--- config.mk ---
export PLATFORM = sky130hd
export DESIGN_NAME = ntermo_control
export DESIGN_NICKNAME = d
export VERILOG_FILES = /design/src/rtl/ntermo_control.sv
export SDC_FILE = /design/constraint.sdc
export NUM_CORES = 1
export LEC_CHECK = 0
export CORE_UTILIZATION = 30
export DETAILED_ROUTE_END_ITERATION = 8
export PLACE_DENSITY = 0.56
export SYNTH_ARGS = -nofsm -noshare
export SYNTH_HDL_FRONTEND = slang
export SYNTH_SLANG_ARGS = --single-unit
--- constraint.sdc ---
create_clock -name CLK -period 3.3 [get_ports CLK]
set_input_delay 0.66 -clock CLK [delete_from_list [all_inputs] [get_ports CLK]]
set_output_delay 0.66 -clock CLK [all_outputs]
set_load 0.005 [all_outputs]
--- src/rtl/ntermo_control.sv ---
// Game-flow controller for a three-digit guessing game: seeds the secret, sequences per-digit
// comparison against the datapath and writes hint codes. Optional attempt limit: NTERMO_ATTEMPT_LIMIT_EN.
module ntermo_control #(
    parameter int unsigned MAX_TRIES = 6
) (
    input  logic       CLK,
    input  logic       RST,
    input  logic       START,
    input  logic       GUESS_VALID,
    output logic       GUESS_READY,
    input  logic       EQ_R0,
    input  logic       EQ_R1,
    input  logic       EQ_R2,
    output logic       RNG_LOAD,
    output logic       H0_ENABLE,
    output logic       H1_ENABLE,
    output logic       H2_ENABLE,
    output logic [1:0] H_SELECT,
    output logic [1:0] N_SELECT,
    output logic [3:0] ATTEMPTS,
    output logic       WIN,
    output logic       LOSE
);

    typedef enum logic [3:0] {
        ST_IDLE,
        ST_SEED,
        ST_WAIT_GUESS,
        ST_CMP0,
        ST_CMP1,
        ST_CMP2,
        ST_CMP3,
        ST_CHECK,
        ST_WIN,
        ST_LOSE
    } state_t;

    localparam logic [3:0] TRY_LIMIT = 4'(MAX_TRIES);
`ifdef NTERMO_ATTEMPT_LIMIT_EN
    localparam bit LIMIT_EN = 1'b1;
`else
    localparam bit LIMIT_EN = 1'b0;
`endif

    state_t     state_reg;
    logic       guess_ready_reg;
    logic       rng_load_reg;
    logic       win_reg;
    logic       lose_reg;
    logic [1:0] n_select_reg;
    logic [3:0] attempts_reg;

    logic [2:0] eq_vec;
    logic [2:0] sample_en;
    logic [2:0] h_enable;
    logic [2:0] exact_vec;
    logic [1:0] code_arr [3];
    logic [1:0] h_select_next;
    logic [3:0] attempts_next;
    logic       seed_st;
    logic       limit_hit;

    assign eq_vec        = {EQ_R2, EQ_R1, EQ_R0};
    assign seed_st       = (state_reg == ST_SEED);
    // The datapath registers N_SELECT, so digit k's EQ result arrives one state after it is selected.
    assign sample_en     = {state_reg == ST_CMP3, state_reg == ST_CMP2, state_reg == ST_CMP1};
    assign attempts_next = (attempts_reg == 4'hF) ? 4'hF : attempts_reg + 4'd1;
    assign limit_hit     = LIMIT_EN && (attempts_next == TRY_LIMIT);

    genvar gi;
    generate
        for (gi = 0; gi < 3; gi++) begin : g_digit
            logic [2:0] others;
            logic       exact_bit_reg;

            assign others       = eq_vec & ~(3'b001 << gi);
            assign code_arr[gi] = eq_vec[gi] ? 2'd2 : ((|others) ? 2'd1 : 2'd0);
            assign h_enable[gi] = seed_st | sample_en[gi];
            assign exact_vec[gi] = exact_bit_reg;

            always_ff @(posedge CLK or posedge RST) begin
                if (RST) begin
                    exact_bit_reg <= 1'b0;
                end else if (sample_en[gi]) begin
                    exact_bit_reg <= eq_vec[gi];
                end
            end
        end
    endgenerate

    always_comb begin
        h_select_next = 2'd0;
        for (int k = 0; k < 3; k++) begin
            if (sample_en[k]) begin
                h_select_next = code_arr[k];
            end
        end
    end

    always_ff @(posedge CLK or posedge RST) begin
        if (RST) begin
            state_reg       <= ST_IDLE;
            guess_ready_reg <= 1'b0;
            rng_load_reg    <= 1'b0;
            win_reg         <= 1'b0;
            lose_reg        <= 1'b0;
            n_select_reg    <= 2'd0;
            attempts_reg    <= 4'd0;
        end else begin
            rng_load_reg    <= 1'b0;
            guess_ready_reg <= 1'b0;
            n_select_reg    <= 2'd0;
            case (state_reg)
                ST_IDLE, ST_WIN, ST_LOSE: begin
                    if (START) begin
                        state_reg    <= ST_SEED;
                        rng_load_reg <= 1'b1;
                        attempts_reg <= 4'd0;
                        win_reg      <= 1'b0;
                        lose_reg     <= 1'b0;
                    end
                end
                ST_SEED: begin
                    state_reg       <= ST_WAIT_GUESS;
                    guess_ready_reg <= 1'b1;
                end
                ST_WAIT_GUESS: begin
                    if (GUESS_VALID && guess_ready_reg) begin
                        state_reg    <= ST_CMP0;
                        n_select_reg <= 2'd3;
                    end else begin
                        guess_ready_reg <= 1'b1;
                    end
                end
                ST_CMP0: begin
                    state_reg    <= ST_CMP1;
                    n_select_reg <= 2'd2;
                end
                ST_CMP1: begin
                    state_reg    <= ST_CMP2;
                    n_select_reg <= 2'd1;
                end
                ST_CMP2: begin
                    state_reg <= ST_CMP3;
                end
                ST_CMP3: begin
                    state_reg <= ST_CHECK;
                end
                ST_CHECK: begin
                    attempts_reg <= attempts_next;
                    if (&exact_vec) begin
                        state_reg <= ST_WIN;
                        win_reg   <= 1'b1;
                    end else if (limit_hit) begin
                        state_reg <= ST_LOSE;
                        lose_reg  <= 1'b1;
                    end else begin
                        state_reg       <= ST_WAIT_GUESS;
                        guess_ready_reg <= 1'b1;
                    end
                end
                default: begin
                    state_reg <= ST_IDLE;
                end
            endcase
        end
    end

    assign GUESS_READY = guess_ready_reg;
    assign RNG_LOAD    = rng_load_reg;
    assign H0_ENABLE   = h_enable[0];
    assign H1_ENABLE   = h_enable[1];
    assign H2_ENABLE   = h_enable[2];
    assign H_SELECT    = h_select_next;
    assign N_SELECT    = n_select_reg;
    assign ATTEMPTS    = attempts_reg;
    assign WIN         = win_reg;
    assign LOSE        = lose_reg;

endmodule

; Word-level counts from Yosys, hierarchy flattened
; Index checks and enable logic that the tools add are counted.
[classes]
n_eq_ne = 13
n_bitwise = 3
mux = 26
reduce_logical = 11
n_addsub = 1
[op_table]
columns = op, count
row1 = one-hot mux 4 bit (8 select lines), 1
row2 = 2-to-1 mux 4 bit, 5
row3 = equality test 4 x 3 -> 1 bit (second input constant), 4
row4 = 2-to-1 mux 2 bit, 7
row5 = equality test 4 bit (second input constant), 3
row6 = 2-to-1 mux 1 bit, 9
row7 = equality test 4 x 2 -> 1 bit (second input constant), 2
row8 = one-hot mux 4 bit (2 select lines), 1
row9 = inequality test 2 bit (second input constant), 3
row10 = one-hot mux 2 bit (3 select lines), 1
row11 = AND reduction 3 bit, 2
row12 = OR reduction 2 bit, 3
row13 = adder 4 x 1 -> 4 bit (second input constant), 1
row14 = equality test 4 x 1 -> 1 bit (second input constant), 1
row15 = logical NOT 4 bit, 1
row16 = AND reduction 2 bit, 2
row17 = OR 1 bit, 3
row18 = one-hot mux 1 bit (3 select lines), 1
row19 = OR reduction 3 bit, 1
row20 = one-hot mux 1 bit (2 select lines), 1
row21 = nonzero test 2 bit, 1
row22 = logical AND 1 bit, 1
[word_totals]
output_inout_bits = 15
reg_bits = 16
in_bits = 7

; Longest topological paths before layout
; Gate-level depths: netlist of run 1.
[depth]
word_depth = 6
depth_mapped = 5
mapped_depth_nobuf = 4

; Worst setup path after synthesis of run 1
; No wires, ideal clock.
[synth_timing]
path_type = input -> output
from = in EQ_R1
to = out H_SELECT[0]
required_time_ns = 2.640
path_slack_ns = 1.497
stages = 3
path_buffers = 0
t_arrival_ns = 1.143
path_cell_list = o21ai_1 -> o21ai_1 -> a2111oi_2
[synth_between]
elab_chain_cells = 6
elab_cells_between_ends = 10
classes_between = mux (8) / reduce/logical (2)
[synth_rtl]
columns = item, line_no
row1 = "start, declared", 12  ; input logic EQ_R1,
row2 = OR reduction 2 bit, 77  ; assign code_arr[gi] = eq_vec[gi] ? 2'd2 : ((|others) ? 2'd1 : 2'd0);
row3 = 2-to-1 mux 1 bit, 77
row4 = 2-to-1 mux 2 bit, 77
row5 = 2-to-1 mux 2 bit (2 in a row), 94  ; if (sample_en[k]) begin
row6 = 2-to-1 mux 2 bit (*), 94
row7 = "end, declared", 18  ; output logic [1:0] H_SELECT,
; Every way passes the cells marked *; elsewhere a longest branch is shown, timed or not.

; Final worst setup path of run 1
; Same ends and word-level chain as after synthesis.

==> impl_metrics.env, run 1 <==
export IMPL_syn_to_final_growth_pct=24.94
export IMPL_routed_wl_um=1908
export IMPL_drive_gt1_share_pct=14.91
export IMPL_ys_seq_elements=16
export IMPL_holdCritStartpoint="g_digit[0].exact_bit_reg$_DFFE_PP0P_"
export IMPL_die_x_um=58.82
export IMPL_grt_max_degree=19
export IMPL_slew_violations=0
export IMPL_clock_path_buffers=2
export IMPL_antenna_left=0
export IMPL_cts_setup_buffers=0
export IMPL_num_io_pins=22
export IMPL_place_gp_congestion=0.7171
export IMPL_core_sq_um=3053
export IMPL_hold_class="reg -> reg"
export IMPL_die_h_um=58.82
export IMPL_worstMarginPinSlew_ns=0.6378
export IMPL_clkLatencyLatePin_ns=0.29
export IMPL_netlist_area_sq_um=968.4
export IMPL_drc_errors=0
export IMPL_hold_end="g_digit[0].exact_bit_reg$_DFFE_PP0P_"
export IMPL_cts_tree="yes"
export IMPL_start_util_pct=31.72
export IMPL_cap_violations=0
export IMPL_synth_cell_types=37
export IMPL_outcome="finished, final reports clean"
export IMPL_relSlewSlack_pct=57.48
export IMPL_antenna_cells=0
export IMPL_fin_cells=158
export IMPL_rows=20
export IMPL_p_leak_uw=0.0004957
export IMPL_via_per_inst=4.722
export IMPL_grt_pass1_vias=727
export IMPL_r2r_end="g_digit[1].exact_bit_reg$_DFFE_PP0P_"
export IMPL_cp_arrival_ns=2.21
export IMPL_layout_setup_ws_ns=0.4309
export IMPL_reg2reg_slack_ns=1.67
export IMPL_setup_violations=0
export IMPL_cp_max_fo=4
export IMPL_power_uw=1063
export IMPL_reg2reg_depth=3
export IMPL_critPathCaptureType="output pin"
export IMPL_path_class="in -> out"
export IMPL_fillerInstances=315
export IMPL_setup_tns_ns=0
export IMPL_rsz0062_at_grt="false"
export IMPL_synth_cells=95
export IMPL_period_minus_slack_ns=2.869
export IMPL_first_pass_iters=4
export IMPL_cts_sinks=16
export IMPL_power_per_cell_area_nw_per_um2=878.8
export IMPL_min_path_cells=1
export IMPL_pre_cts_ws_ns=0.4324
export IMPL_crit_required_ns=2.64
export IMPL_cts_buffers=3
export IMPL_dp_cells=154
export IMPL_cts_root_buf="clkbuf_4"
export IMPL_layout_nets=123
export IMPL_cts_htree_levels=1
export IMPL_hold_violations=0
export IMPL_cts_resized_gates=0
export IMPL_post_drt_wl_per_cell_um=12.08
export IMPL_ir_worst_vdd_mv=0.4700
export IMPL_finClkSkew_ns=0.009811
export IMPL_postCtsHoldBufs=0
export IMPL_antenna_found_initial=0
export IMPL_fmax_mhz=348.5
export IMPL_gr_total_overflow=0
export IMPL_drt_initial_drc_count=14
export IMPL_synth_warnings=0
export IMPL_route_vias_total=746
export IMPL_dp_hpwl_um=1348
export IMPL_syn_avg_cell_area_sq_um=10.19
export IMPL_fin_crit_sh_pct=86.94
export IMPL_dieArea_sq_um=3459
export IMPL_io_buffer_count=20
export IMPL_grt_pass1_wl_um=3422
export IMPL_syn_nets=103
export IMPL_worst_r2r_startpoint="state_reg[0]$_DFFE_PP0P_"
export IMPL_yosysSeqAreaShare_pct=41.34
export IMPL_grt_total_usage_pct=13.34
export IMPL_path_clk_slew_ns=0.08
export IMPL_worst_setup_path_start_kind="primary input"
## report_power, final
part           leakage, uW  internal, uW  switching [uW]
clock network    0.0000210          67.1            60.3
logic             0.000272           315             217
registers         0.000202           279             125
total             0.000496           661             402
## worst max-delay path: stages
cell	delay, ns
clkdlybuf4s50_1	0.45
o21ai_1	0.14
o21ai_1	0.10
a2111oi_2	0.29
clkdlybuf4s50_1	0.56
## Yosys cell counts, drive strengths merged
| cell | n | area, sq um |
|---|---|---|
| buf | 7 | 65.05 |
| a21oi | 9 | 45.04 |
| and4b | 1 | 10.01 |
| nor3b | 4 | 40.03 |
| nor3 | 8 | 45.04 |
| o21ai | 3 | 15.01 |
| nand2b | 5 | 31.28 |
| a2111oi | 1 | 15.01 |
| xnor2 | 2 | 17.52 |
| o2bb2ai | 1 | 8.760 |
| nor2 | 5 | 18.77 |
| conb | 1 | 3.750 |
| dfrtp | 16 | 400.4 |
| nand4b | 1 | 23.77 |
| nand3 | 5 | 30.03 |
| a31o | 2 | 17.52 |
| nand2 | 4 | 15.01 |
| and2 | 1 | 6.260 |
| mux2 | 4 | 52.55 |
| o32ai | 1 | 16.27 |
| or2 | 1 | 6.260 |
| inv | 4 | 15.02 |
| mux2i | 1 | 10.01 |
| nor2b | 1 | 6.260 |
| a211oi | 1 | 7.510 |
| nand3b | 1 | 7.510 |
| o211ai | 1 | 7.510 |
| and3 | 1 | 6.260 |
| a31oi | 2 | 12.51 |
| ha | 1 | 12.51 |
## final cells by class
cell class              count  area (sq um)  share of cell area [%]
inverters                   4         15.01                   1.241
repair buffers             22         215.2                   17.79
multi-input cells          68         488.0                   40.33
flip-flops and latches     16         400.4                   33.09
clock buffers               4         36.28                   2.999
well taps                  44         55.05                   4.550
## layout by cell type (no fill, tap or decap), drive strengths merged, types with 2 or more instances in the layout
cell type / count
xnor2: 2
mux2: 4
buf: 2
a21oi: 9
nor3: 8
nand3: 5
a31oi: 2
a31o: 2
clkbuf: 4
clkdlybuf4s50: 20
nand2b: 5
inv: 4
nor2: 5
nand2: 4
dfrtp: 16
nor3b: 4
o21ai: 3
## logic make-up after synthesis
| kind of cell | synth area share, % |
|---|---|
| AND/OR/NAND/NOR | 25.45 |
| AO/OA/AOI/OAI | 14.99 |
| flip-flops | 41.34 |
| buffers and inverters | 8.268 |
| multiplexers | 6.460 |
| XOR/XNOR | 1.809 |
| adder cells (fa/ha/maj) | 1.292 |
| other | 0.3872 |
## per-layer routing
| layer | GRT usage (%) | vias up | wire length [um] |
|---|---|---|---|
| met5 | 0 | - | 0 |
| met4 | 6.122 | 0 | 9 |
| met3 | 2.857 | 2 | 97 |
| met2 | 20.13 | 21 | 873 |
| met1 | 18.26 | 346 | 927 |
| li1 | - | 377 | - |
## how the worst max path moves through the flow
stage / depth (start not counted) / start / to / slack (ns)
floorplan: 3 / EQ_R1 / H_SELECT[0] / 1.50
global placement: 5 / EQ_R1 / H_SELECT[0] / 0.45
detailed placement: 5 / EQ_R1 / H_SELECT[0] / 0.43
CTS: 5 / EQ_R1 / H_SELECT[0] / 0.43
global route: 4 / state_reg[0]$_DFFE_PP0P_ / H2_ENABLE / 0.34
finish: 5 / EQ_R1 / H_SELECT[0] / 0.43
## metrics by stage
stage                     area, sq um  util, %  hold slack, ns
final                            1210    39.63          0.4911
after global routing             1210    39.63          0.5336
after CTS                        1210    39.63          0.4960
after detailed placement         1174    38.44          0.4752
after global placement           1174    38.44          0.4765
after floorplan                 968.4        -          0.4577
Power figures use the tool's default switching activity.
==> inputs of run 2 (changes only) <==
- RECOVER_POWER: not set -> 25
==> impl_metrics.env, run 2 (synthesis gave the netlist of run 1 again) <==
export IMPL_worstMarginPinSlew_ns=0.6378
export IMPL_post_drt_wl_per_cell_um=12.08
export IMPL_place_gp_congestion=0.7171
export IMPL_p_int_uw=660.8
export IMPL_grt_max_degree=19
export IMPL_critPathCaptureType="output pin"
export IMPL_num_io_pins=22
export IMPL_clock_path_buffers=2
export IMPL_relSlewSlack_pct=57.48
export IMPL_setup_tns_ns=0
export IMPL_layout_nets=123
export IMPL_drive_gt1_share_pct=14.91
export IMPL_ir_worst_vdd_mv=0.4700
export IMPL_hold_class="reg -> reg"
export IMPL_cts_sinks=16
export IMPL_cp_cell_sequence="clkdlybuf4s50_1 > o21ai_1 > o21ai_1 > a2111oi_2 > clkdlybuf4s50_1"
export IMPL_dp_hpwl_um=1348
export IMPL_cts_htree_levels=1
export IMPL_rows=20
export IMPL_p_leak_uw=0.0004960
export IMPL_hold_violations=0
export IMPL_gr_total_overflow=0
export IMPL_grt_total_usage_pct=13.34
export IMPL_setup_violations=0
export IMPL_antenna_cells=0
export IMPL_final_cell_mix="clkdlybuf4s50_1, dfrtp_1, a21oi_1"
export IMPL_slew_violations=0
export IMPL_core_sq_um=3053
export IMPL_switching_share_pct=37.84
export IMPL_io_buffer_count=20
export IMPL_routed_wl_um=1908
export IMPL_combPwrFrac_pct=50.0
export IMPL_die_h_um=58.82
export IMPL_worst_setup_path_start_kind="primary input"
export IMPL_crit_required_ns=2.64
export IMPL_drc_errors=0
export IMPL_path_class="in -> out"
export IMPL_wl_met1_um=927
export IMPL_slowest_stage="clkdlybuf4s50_1"
export IMPL_antenna_found_initial=0
export IMPL_rsz0062_at_grt="false"
export IMPL_cts_root_buf="clkbuf_4"
export IMPL_switchingPower_uw=402.3
export IMPL_period_minus_slack_ns=2.869
export IMPL_first_pass_iters=4
export IMPL_cp_max_fo=4
export IMPL_cap_violations=0
export IMPL_fmax_mhz=348.5
export IMPL_grt_pass1_vias=727
export IMPL_power_share_clock_pct=12.0
export IMPL_cp_arrival_ns=2.21
export IMPL_cts_resized_gates=0
export IMPL_cts_tree="yes"
export IMPL_p_seq_share_pct=38.1
export IMPL_route_met2_wl_um=873
export IMPL_cpPeakStageDelay_ns=0.56
export IMPL_power_per_cell_area_nw_per_um2=878.6
export IMPL_fin_crit_sh_pct=86.94
export IMPL_start_util_pct=31.72
export IMPL_dieArea_sq_um=3459
export IMPL_grt_pass1_wl_um=3422
export IMPL_route_vias_total=746
export IMPL_place_area_sq_um=1174
export IMPL_final_area_sq_um=1210
export IMPL_postCtsHoldBufs=0
export IMPL_die_x_um=58.82
export IMPL_power_uw=1063
export IMPL_top_layer="met4"
export IMPL_layout_commonest_cell="clkdlybuf4s50_1"
export IMPL_via_per_inst=4.722
export IMPL_clkLatencyLatePin_ns=0.29
export IMPL_cts_buffers=3
export IMPL_path_clk_slew_ns=0.08
export IMPL_antenna_left=0
export IMPL_drt_initial_drc_count=14
export IMPL_finClkSkew_ns=0.009811
export IMPL_cts_setup_buffers=0
export IMPL_met3_length_um=97
export IMPL_syn_to_final_growth_pct=24.94
export IMPL_outcome="finished, final reports clean"
[run 2: cell count changes in the layout (fill, tap and decap cells not counted)]
cell,before,now
clkdlybuf4s50_1,20,19
dlygate4sd3_1,0,1
[run 2: power by group through the flow]
stage               combinational, uW  sequential (uW)  clock [uW]
detailed placement                535              411           0
finish                            531              405         127
global placement                  527              406           0
floorplan                         431              341           0
CTS                               538              406         132
global route                      598              429         143
[run 2: path summary, 6_finish.rpt]
kind / start / end / slack [ns] / depth (start not counted)
setup / recovery: EQ_R1 / H_SELECT[0] / 0.43 / 5
max in group asynchronous: RST / ATTEMPTS[3]$_DFFE_PP0P_ / 2.02 / 2
hold / removal: g_digit[0].exact_bit_reg$_DFFE_PP0P_ / g_digit[0].exact_bit_reg$_DFFE_PP0P_ / 0.49 / 1
min in group asynchronous: RST / state_reg[3]$_DFFE_PP0P_ / 0.87 / 2
hold reg to reg: g_digit[0].exact_bit_reg$_DFFE_PP0P_ / g_digit[0].exact_bit_reg$_DFFE_PP0P_ / 0.49 / 1
setup reg to reg: state_reg[0]$_DFFE_PP0P_ / g_digit[1].exact_bit_reg$_DFFE_PP0P_ / 1.67 / 3
[run 2: cell type report]
| cell class | instances | area, sq um |
|---|---|---|
| inverter | 4 | 15.01 |
| timing repair buffer | 22 | 215.2 |
| tap | 44 | 55.05 |
| clock buffer | 4 | 36.28 |
| sequential | 16 | 400.4 |
| multi-input combinational | 68 | 488.0 |
| fill | 315 | 1843 |
[run 2: worst max-delay path: cells and delay by family]
kind | cells | cell delay [ns]
AO/OA/AOI/OAI | 3 | 0.53
buffers and inverters | 2 | 1.01
[run 2: per-stage QoR]
| step | utilization, % | instances | setup WS, ns | hold WS [ns] |
|---|---|---|---|---|
| 2_1_floorplan | - | 95 | 1.497 | 0.4577 |
| 3_3_place_gp | 38.44 | 154 | 0.4546 | 0.4765 |
| 3_5_place_dp | 38.44 | 154 | 0.4324 | 0.4752 |
| 4_1_cts | 39.63 | 158 | 0.4308 | 0.4960 |
| 5_1_grt | 39.63 | 158 | 0.3359 | 0.5336 |
| 6_report | 39.63 | 158 | 0.4309 | 0.4911 |
[run 2: layer usage]
metal  up-vias  global-route usage, %
met5         -                      0
met1       346                  18.26
li1        377                      -
met2        21                  20.13
met3         2                  2.857
met4         0                  6.122
==> inputs of run 3 (changes only) <==
- CAP_MARGIN: not set -> 5
- CORE_UTILIZATION: 30 -> 49
- PLACE_DENSITY: 0.56 -> 0.82
- clock period: 3.3 -> 3 ns (I/O delays scaled with it)
==> impl_metrics.env, run 3 (synthesis gave the netlist of run 1 again) <==
export IMPL_cts_setup_buffers=0
export IMPL_power_uw=1152
export IMPL_dieArea_sq_um=2158
export IMPL_via_per_inst=5.532
export IMPL_final_area_sq_um=1180
export IMPL_cp_arrival_ns=2.14
export IMPL_syn_to_final_growth_pct=21.83
export IMPL_cp_max_fo=4
export IMPL_cts_sinks=16
export IMPL_critPathCaptureType="output pin"
export IMPL_layout_nets=124
export IMPL_place_gp_congestion=0.7697
export IMPL_first_pass_iters=4
export IMPL_hold_violations=0
export IMPL_cap_violations=0
export IMPL_route_vias_total=769
export IMPL_grt_pass1_vias=660
export IMPL_cts_htree_levels=1
export IMPL_drt_initial_drc_count=16
export IMPL_period_minus_slack_ns=2.743
export IMPL_die_x_um=46.46
export IMPL_grt_max_degree=18
export IMPL_postCtsHoldBufs=0
export IMPL_cts_root_buf="clkbuf_4"
export IMPL_fillerInstances=139
export IMPL_cts_resized_gates=0
export IMPL_drc_errors=0
export IMPL_power_per_cell_area_nw_per_um2=976.7
export IMPL_setup_tns_ns=0
export IMPL_dp_cells=136
export IMPL_p_leak_uw=0.0004937
export IMPL_rsz0062_at_grt="false"
export IMPL_ir_worst_vdd_mv=0.5264
export IMPL_crit_required_ns=2.40
export IMPL_cts_buffers=3
export IMPL_final_cell_mix="clkdlybuf4s50_1, dfrtp_1, a21oi_1"
export IMPL_hold_class="reg -> reg"
export IMPL_grt_total_usage_pct=20.34
export IMPL_path_clk_slew_ns=0.08
export IMPL_outcome="finished, final reports clean"
export IMPL_worstMarginPinSlew_ns=0.5960
export IMPL_core_sq_um=1783
export IMPL_place_area_sq_um=1157
export IMPL_clkLatencyLatePin_ns=0.28
export IMPL_gr_total_overflow=0
export IMPL_clock_path_buffers=2
export IMPL_rows=15
export IMPL_antenna_left=0
export IMPL_slew_violations=0
export IMPL_worst_setup_path_start_kind="primary input"
export IMPL_start_util_pct=54.32
export IMPL_finish_utilization_pct=66.18
export IMPL_drive_gt1_share_pct=14.91
export IMPL_setup_violations=0
export IMPL_fmax_mhz=364.6
export IMPL_grt_pass1_wl_um=2973
export IMPL_num_io_pins=22
export IMPL_antenna_found_initial=0
export IMPL_cts_tree="yes"
export IMPL_antenna_cells=0
export IMPL_die_h_um=46.46
export IMPL_io_buffer_count=20
export IMPL_relSlewSlack_pct=60.22
export IMPL_dp_hpwl_um=1337
export IMPL_finClkSkew_ns=0.004506
export IMPL_fin_crit_sh_pct=91.43
export IMPL_path_class="in -> out"
export IMPL_post_drt_wl_per_cell_um=12.95
export IMPL_routed_wl_um=1800
export IMPL_layout_commonest_cell="clkdlybuf4s50_1"
export IMPL_fin_cells=139
run 3: per-stage QoR:
stage / worst slack (ns) / hold slack [ns]
detailed placement: 0.2663 / 0.4765
floorplan: 1.317 / 0.4577
global placement: 0.3026 / 0.4733
CTS: 0.2659 / 0.4992
global route: 0.1920 / 0.5078
finish: 0.2571 / 0.4923
run 3: final timing paths:
| path | start | slack (ns) | endpoint | cells past startpoint |
|---|---|---|---|---|
| min in group asynchronous | RST | 0.82 | RNG_LOAD$_DFF_PP0_ | 2 |
| worst min register to register | g_digit[2].exact_bit_reg$_DFFE_PP0P_ | 0.49 | g_digit[2].exact_bit_reg$_DFFE_PP0P_ | 1 |
| worst max-delay path | EQ_R1 | 0.26 | H_SELECT[0] | 5 |
| worst min-delay path | g_digit[2].exact_bit_reg$_DFFE_PP0P_ | 0.49 | g_digit[2].exact_bit_reg$_DFFE_PP0P_ | 1 |
| worst max register to register | state_reg[1]$_DFFE_PP0P_ | 1.47 | ATTEMPTS[3]$_DFFE_PP0P_ | 4 |
| max in group asynchronous | RST | 1.79 | g_digit[1].exact_bit_reg$_DFFE_PP0P_ | 2 |
run 3: routing by layer:
metal  up-vias  GRT usage [%]  wire (um)
met3         2          8.235         83
met1       373          27.48        861
met4         0          5.294         11
li1        378              -          -
met2        16          30.00        843
met5         -              0          0
run 3: cell type report:
type | count | area (sq um) | share of cell area, %
inverter | 4 | 15.01 | 1.273
clock buffer | 3 | 22.52 | 1.909
multi-input combinational | 68 | 488.0 | 41.36
timing repair buffer | 23 | 222.7 | 18.88
sequential | 16 | 400.4 | 33.93
tap | 25 | 31.28 | 2.651
run 3: power breakdown:
part           total, uW  switching, uW  internal, uW
clock                108           61.8          46.7
sequential           431            123           308
combinational        613            260           354
total               1150            444           708
run 3: worst max-delay path, stage by stage:
cell and delay, ns:
clkdlybuf4s50_1 0.46, o21ai_1 0.16, o21ai_1 0.10, a2111oi_2 0.27
clkdlybuf4s50_1 0.55
